<file path="src/rtl/reg_bus_pkg.sv">
// Shared definitions for the CPU register-bus initiator: FSM encoding,
// default bus address width and read-latency counter width.
package reg_bus_pkg;

  // Default register-bus address width; slaves decode the same width.
  localparam int unsigned REG_BUS_ADDR_WIDTH = 13;

  // Width of the read-latency down-counter (RD_LAT range 0..15).
  localparam int unsigned LAT_CNT_WIDTH = 4;

  // FSM encoding, kept as plain 2-bit constants for legacy tooling.
  localparam logic [1:0] ST_IDLE    = 2'd0;
  localparam logic [1:0] ST_WR      = 2'd1;
  localparam logic [1:0] ST_RD_WAIT = 2'd2;
  localparam logic [1:0] ST_RESP    = 2'd3;

endpackage

</file>
<file path="src/rtl/reg_bus_master.sv">
// Register-bus initiator: converts one valid/ready request at a time into a
// single cpu_wr / cpu_rd strobe cycle and returns the result on a
// valid/ready response port. Every output is a flop.
module reg_bus_master
  import reg_bus_pkg::*;
#(
  parameter int unsigned            ADDR_WIDTH = REG_BUS_ADDR_WIDTH,
  parameter logic [ADDR_WIDTH-1:0]  ADDR_MAX   = {ADDR_WIDTH{1'b1}},
  // Cycles from cpu_rd to valid cpu_data_out; must fit LAT_CNT_WIDTH (0..15).
  parameter int unsigned            RD_LAT     = 0
) (
  input  logic                  clks,
  input  logic                  reset,
  // Request port
  input  logic                  req_vld,
  output logic                  req_rdy,
  input  logic                  req_wr,
  input  logic [ADDR_WIDTH-1:0] req_addr,
  input  logic [31:0]           req_wdata,
  // Response port
  output logic                  rsp_vld,
  input  logic                  rsp_rdy,
  output logic                  rsp_err,
  output logic [31:0]           rsp_rdata,
  // Register bus
  output logic [ADDR_WIDTH-1:0] cpu_addr,
  output logic [31:0]           cpu_data_in,
  output logic                  cpu_wr,
  output logic                  cpu_rd,
  input  logic [31:0]           cpu_data_out
);

  logic [1:0]               state;
  logic [LAT_CNT_WIDTH-1:0] lat_cnt;
  logic                     addr_oob;

  // One extra zero bit on both sides keeps the comparison meaningful even
  // when ADDR_MAX is the all-ones address (nothing is then out of range).
  assign addr_oob = ({1'b0, req_addr} > {1'b0, ADDR_MAX});

  // Request/response FSM; all outputs are registered here so none depends
  // combinationally on an input.
  always_ff @(posedge clks or posedge reset) begin
    if (reset) begin
      state       <= ST_IDLE;
      lat_cnt     <= '0;
      req_rdy     <= 1'b0;
      rsp_vld     <= 1'b0;
      rsp_err     <= 1'b0;
      rsp_rdata   <= '0;
      cpu_addr    <= '0;
      cpu_data_in <= '0;
      cpu_wr      <= 1'b0;
      cpu_rd      <= 1'b0;
    end else begin
      // NOTE: non-blocking assignments throughout, so every branch below sees
      // the pre-edge values of state, req_rdy and lat_cnt.
      case (state)
        ST_IDLE: begin
          if (req_vld && req_rdy) begin
            req_rdy <= 1'b0;
            if (addr_oob) begin
              // Rejected: no strobe, bus address/data left untouched.
              rsp_vld   <= 1'b1;
              rsp_err   <= 1'b1;
              rsp_rdata <= '0;
              state     <= ST_RESP;
            end else if (req_wr) begin
              cpu_addr    <= req_addr;
              cpu_data_in <= req_wdata;
              cpu_wr      <= 1'b1;
              state       <= ST_WR;
            end else begin
              cpu_addr <= req_addr;
              cpu_rd   <= 1'b1;
              lat_cnt  <= LAT_CNT_WIDTH'(RD_LAT);
              state    <= ST_RD_WAIT;
            end
          end else begin
            // Ready rises one edge after reset release and stays up in IDLE.
            req_rdy <= 1'b1;
          end
        end

        ST_WR: begin
          cpu_wr    <= 1'b0;
          rsp_vld   <= 1'b1;
          rsp_err   <= 1'b0;
          rsp_rdata <= '0;
          state     <= ST_RESP;
        end

        ST_RD_WAIT: begin
          // cpu_rd is a single-cycle strobe even when the slaves are slow.
          cpu_rd <= 1'b0;
          if (lat_cnt == '0) begin
            rsp_rdata <= cpu_data_out;
            rsp_err   <= 1'b0;
            rsp_vld   <= 1'b1;
            state     <= ST_RESP;
          end else begin
            lat_cnt <= lat_cnt - 1'b1;
          end
        end

        ST_RESP: begin
          // Response fields are held until the requester takes them.
          if (rsp_rdy) begin
            rsp_vld <= 1'b0;
            req_rdy <= 1'b1;
            state   <= ST_IDLE;
          end
        end

        default: begin
          state   <= ST_IDLE;
          req_rdy <= 1'b0;
          rsp_vld <= 1'b0;
          cpu_wr  <= 1'b0;
          cpu_rd  <= 1'b0;
        end
      endcase
    end
  end

endmodule

</file>
<file path="config.mk">
export PLATFORM = sky130hd
export DESIGN_NAME = reg_bus_master
export DESIGN_NICKNAME = d
export VERILOG_FILES = /design/src/rtl/reg_bus_pkg.sv /design/src/rtl/reg_bus_master.sv
export SDC_FILE = /design/constraint.sdc
export NUM_CORES = 1
export LEC_CHECK = 0
export BUFFER_PORTS_ARGS = -buffer_cell sky130_fd_sc_hd__clkbuf_2
export CORE_ASPECT_RATIO = 0.7
export CORE_MARGIN = 2
export CORE_UTILIZATION = 50
export CTS_CLUSTER_DIAMETER = 60
export CTS_CLUSTER_SIZE = 28
export DETAILED_ROUTE_END_ITERATION = 12
export PLACE_DENSITY = 0.85
export SKIP_CTS_REPAIR_TIMING = 1
export SYNTH_ARGS = -nofsm -noshare
export SYNTH_HDL_FRONTEND = slang
export SYNTH_SLANG_ARGS = --single-unit
</file>
<file path="constraint.sdc">
create_clock -name clks -period 6 [get_ports clks]
set_input_delay 0 -clock clks [delete_from_list [all_inputs] [get_ports clks]]
set_output_delay 0 -clock clks [all_outputs]
set_load 0.05 [all_outputs]
</file>
Yosys cells after proc, flatten, opt, wreduce, memory -nomap -nowiden --
Cells that the tools add are included.
Storage, ports and cells: flip-flop bits (word level) 88, input bits 82, logic and storage cells 62
Cells by class: add/subtract/negate cells 1, equal/unequal tests 9, mux-type cells 25, bitwise gates (word level) 1, reduce and logical (&&, ||, !) cells 16
Operators with widths (number):
- 32-bit one-hot mux with 2 select lines | 1
- 32-bit 2-to-1 mux | 1
- 3-bit AND reduction | 5
- 4-bit 2-to-1 mux | 3
- 2-bit inequality test (second input constant) | 6
- 1-bit 2-to-1 mux | 9
- 2-bit 2-to-1 mux | 4
- 1-bit one-hot mux with 2 select lines | 4
- 2-bit one-hot mux with 4 select lines | 1
- 4-bit one-hot mux with 2 select lines | 1
- 2-bit nonzero test | 4
- 2-bit AND reduction | 3
- 2-bit equality test (second input constant) | 2
- 4-bit zero test | 1
- 4-bit AND reduction | 1
- 4-bit by 1-bit subtractor with 4-bit output (second input constant) | 1
- 1-bit one-hot mux with 3 select lines | 1
- 2-bit by 1-bit equality test with 1-bit output (second input constant) | 1
- 2-bit zero test | 1
- 1-bit logical AND | 1
- 1-bit NOT | 1

Longest topological paths before layout --
depth in word-level cells 3, gate-level depth with buffers 7

Least setup slack after synthesis --
No wires, ideal clock.
path kind flip-flop to flip-flop, start reg lat_cnt[0], end reg state[0], data arrival time 1560 ps, path slack 4315 ps, cell stages (with the launch flop) 6, buffers on the path 0, clock period less this slack 1685 ps, cell sequence dfrtp_1 > inv_1 > ha_1 > or3b_4 > a221oi_4 > mux2_4
On the way: word-level cells in the longest chain between the ends 3
RTL lines:
- start, declared | RTL line reg_bus_master.sv:34 | logic [LAT_CNT_WIDTH-1:0] lat_cnt;
- start signal, assigned | RTL line reg_bus_master.sv:76 | lat_cnt <= LAT_CNT_WIDTH'(RD_LAT);
- start signal, assigned | RTL line reg_bus_master.sv:102 | lat_cnt <= lat_cnt - 1'b1;
- 4-bit zero test | RTL line reg_bus_master.sv:96 | if (lat_cnt == '0) begin
- 2-bit inequality test (no line)
- 3-bit AND reduction (no line)
- end signal, assigned | RTL line reg_bus_master.sv:90 | state <= ST_RESP;
- end signal, assigned | RTL line reg_bus_master.sv:100 | state <= ST_RESP;
- end signal, assigned | RTL line reg_bus_master.sv:111 | state <= ST_IDLE;
- end, declared | RTL line reg_bus_master.sv:33 | logic [1:0] state;
No other way between the ends. A chain may end at the register's enable or synchronous reset.

Worst setup path in the final report --
start reg lat_cnt[0], end reg rsp_rdata[12]
On the way: word-level cells in the longest chain between the ends 3
RTL lines:
- 4-bit zero test | RTL line reg_bus_master.sv:96
- 2-bit inequality test (no line)
- 2-bit AND reduction (no line)
- end signal, assigned | RTL line reg_bus_master.sv:97 | rsp_rdata <= cpu_data_out;
- end, declared | RTL line reg_bus_master.sv:24 | output logic [31:0] rsp_rdata,
No other way between the ends.

==> run summary <==
- complete, no violations — status
- 0.0816 — global routing met3 resource utilization
- 53.5% — synthesis-to-finish area growth
- 0.772 — Final Wtd Congestion
- 6.26 ns — Critical Path RT
- 0.420 GHz — Max Clock Freq
- 87 — TritonCTS sink count
- 15.0 um2 — synthesized area divided by synthesized cell count
- 0.00766 mm2 — die area
- 36 — number of distinct standard cells referenced by the synthesized netlist
- 0.625 — portion of the post-synthesis area used by sequential elements
- 104 um — Die Wd
- 0 — antenna viol nets, final
- 2.38 ns — min Tclk post-route
- 111 — number of design-rule violations left by the first detailed-router iteration
- met2 — busiest metal layer after global routing
- 574 — count of non-filler cells in the finished layout
- 4 — first-pass iteration count of the detailed router
- 0.210 — max-slew headroom at the worst pin
- 0.0689 ns — hold slack
- in2reg — Hold/Removal Path Class
- sky130_fd_sc_hd__dfrtp_1 — prevailing post-synth register cell
- 0 — Setup Viol. Count Final
- 0 — overflow left after global routing
- 232 — cell count after synthesis
- 2.75 nW — Leak Pwr
- 1.00 — share of synthesized registers carrying an async set or reset
- 32 — maximum fanout along the worst path
- 0 — count of flip-flops with a built-in enable after synthesis
- 17.6 um — Routed WL per cell
- 3.62 ns — post-layout worst setup margin
- 0.324 — Global Route met2 Usage
- 5690 um — Detail Placement HPWL
- 164 — top-level I/O count
- flip-flop — Worst Setup Start Kind
- 0.34 ns — Clk Latency, worst-skew pair
- 0.00345 W — Total Power
- 2.64 ns — arrival time at the worst endpoint
- 0 — antenna violations before repair
- reg2reg — critical path start-end classification
- 0.00348 mm2 — synthesized cell area
- 645 mW/mm2 — Power per Cell Area
- 0 — number of max-cap violations
- 0.0127 ns — Worst Clk Skew
- sky130_fd_sc_hd__clkbuf_8 — Root Buffer
- 87 — total of flip-flops plus latches after synthesis
- flip-flop — endpoint kind of the worst setup timing path
- 564 — NumNets Final
- 479 — instance count after placement with tap cells included
- 390 — final-layout fill cell count
- 0.397 — final cycle utilization of the critical path
- 2 — maximum count of clock buffers along a single path
- 0.483 — share of cells above drive strength 1
- 5.11 — ratio of routed vias to standard cells
- 9 — number of CTS-inserted buffers
- 0.00676 mm2 — floorplan core area
- 0 — max-slew violation count
- 0 — final hold violation count
- 2936 — via total after detailed routing
- 1.18 ns — Worst Max-Slew Pin Slew
- 0.00218 mm2 — FF+latch area
- 0.278 — grt met1 use
- 12400 um — wire length of the first global-routing pass
- 401 uV — worst IR drop on VDD
- false — unrepaired setup endpoints after global routing
- 0 ns — Total Neg Setup Slack
- 321 — Net Count, Synth
- 0.00119 mm2 — area taken by multi-input logic gates
- 0.209 — global router's overall resource usage
- 162 — # port buffers
- 0 — residual DRC count
- 0 — number of warnings issued by yosys
- 25 — floorplan row count
- 0.516 — initial cell density of the core
- done — CTS tree
- 3.63 ns — worst slack after detailed placement
- 81 — maximum number of pins on one net before global-route repair
- 10100 um — post-detailed-routing wire length
- 73.8 um — die boundary height
- 0.09 ns — clock-pin slew reported for the worst setup and hold paths after clock tree synthesis
- 0 — Ant. Diodes
- 3 — number of H-tree branching levels
- 2533 — vias in the first global route
-- critical path, stage by stage (launching register included) --
cell                      delay (ns)
sky130_fd_sc_hd__dfrtp_1        0.42
sky130_fd_sc_hd__inv_1          0.09
sky130_fd_sc_hd__ha_1           0.15
sky130_fd_sc_hd__nor3b_2        0.34
sky130_fd_sc_hd__and3_1         1.01
sky130_fd_sc_hd__a22o_1         0.29
-- layout by cell type, fill, tap and decap left out, types with 3 or more instances in the layout --
cell	n
sky130_fd_sc_hd__clkbuf_2	162
sky130_fd_sc_hd__mux2_2	43
sky130_fd_sc_hd__dfrtp_1	87
sky130_fd_sc_hd__inv_1	8
sky130_fd_sc_hd__clkbuf_8	10
sky130_fd_sc_hd__a22o_1	32
sky130_fd_sc_hd__o21ai_0	8
sky130_fd_sc_hd__ha_1	7
sky130_fd_sc_hd__dlygate4sd3_1	79
sky130_fd_sc_hd__buf_4	3
-- per-stage QoR --
stage | cell area [um2] | util
after CTS | 4560 | 0.674
after global routing | 5350 | 0.791
after global placement | 4350 | 0.644
final | 5350 | 0.791
after detailed placement | 4350 | 0.644
after floorplan | 3480 | -
-- logic make-up (layout without fill, tap and decap cells) --
logic type,Yosys count,count (layout),synth area share
other,1,1,0.00108
flip-flops,87,87,0.625
AND/OR/NAND/NOR,12,12,0.0241
AO/OA/AOI/OAI,56,56,0.133
buffers and inverters,21,269,0.0352
multiplexers,48,48,0.157
adder cells (fa/ha/maj),7,7,0.0251
-- cell usage after synthesis, types with 2 or more instances --
library cell	number	area (um2)
sky130_fd_sc_hd__dfrtp_1	87	2180
sky130_fd_sc_hd__mux2_4	2	30.0
sky130_fd_sc_hd__o2bb2ai_1	2	17.5
sky130_fd_sc_hd__nand2b_1	2	12.5
sky130_fd_sc_hd__o22ai_1	2	12.5
sky130_fd_sc_hd__mux2_1	2	22.5
sky130_fd_sc_hd__mux2_2	43	484
sky130_fd_sc_hd__a22o_1	32	280
sky130_fd_sc_hd__buf_6	3	33.8
sky130_fd_sc_hd__a21oi_1	2	10.0
sky130_fd_sc_hd__buf_4	4	30.0
sky130_fd_sc_hd__ha_1	7	87.6
sky130_fd_sc_hd__inv_1	9	33.8
sky130_fd_sc_hd__buf_2	5	25.0
sky130_fd_sc_hd__o21ai_0	8	40.0
sky130_fd_sc_hd__o211ai_1	2	15.0
-- worst paths after layout --
kind | from | end | slack [ns] | cells after the start
max | lat_cnt[0] | rsp_rdata[12] | 3.62 | 5
min | req_wr | cpu_wr | 0.07 | 4
max reg2reg | lat_cnt[0] | rsp_rdata[12] | 3.62 | 5
min reg2reg | rsp_rdata[2] | rsp_rdata[2] | 0.51 | 1
max in group asynchronous | reset | rsp_rdata[3] | 4.73 | 4
min in group asynchronous | reset | cpu_data_in[5] | 0.08 | 3
-- power breakdown --
group | switching, W | internal, W
Combinational | 0.00143 | 0.000552
Clock | 0.000210 | 0.000206
Sequential | 0.000183 | 0.000869
Total | 0.00182 | 0.00163
-- registers in the layout, summed over array words and instances, names as in the netlist --
register     flops
cpu_addr        13
lat_cnt          4
req_rdy          1
rsp_rdata       32
cpu_rd           1
cpu_data_in     32
cpu_wr           1
rsp_vld          1
state            2
-- layout make-up --
| class | count | share of cell area |
|---|---|---|
| flip-flops and latches | 87 | 0.407 |
| repair buffers | 244 | 0.304 |
| multi-input cells | 124 | 0.222 |
| clock inverters | 6 | 0.0129 |
| well taps | 94 | 0.0220 |
| inverters | 9 | 0.00655 |
| clock buffers | 10 | 0.0257 |
-- metal layers --
layer	vias up	wire length (um)
met5	-	0
met4	0	136
met3	16	885
met2	132	4910
met1	1454	4180
li1	1334	-
(Power assumes the default switching activity.)
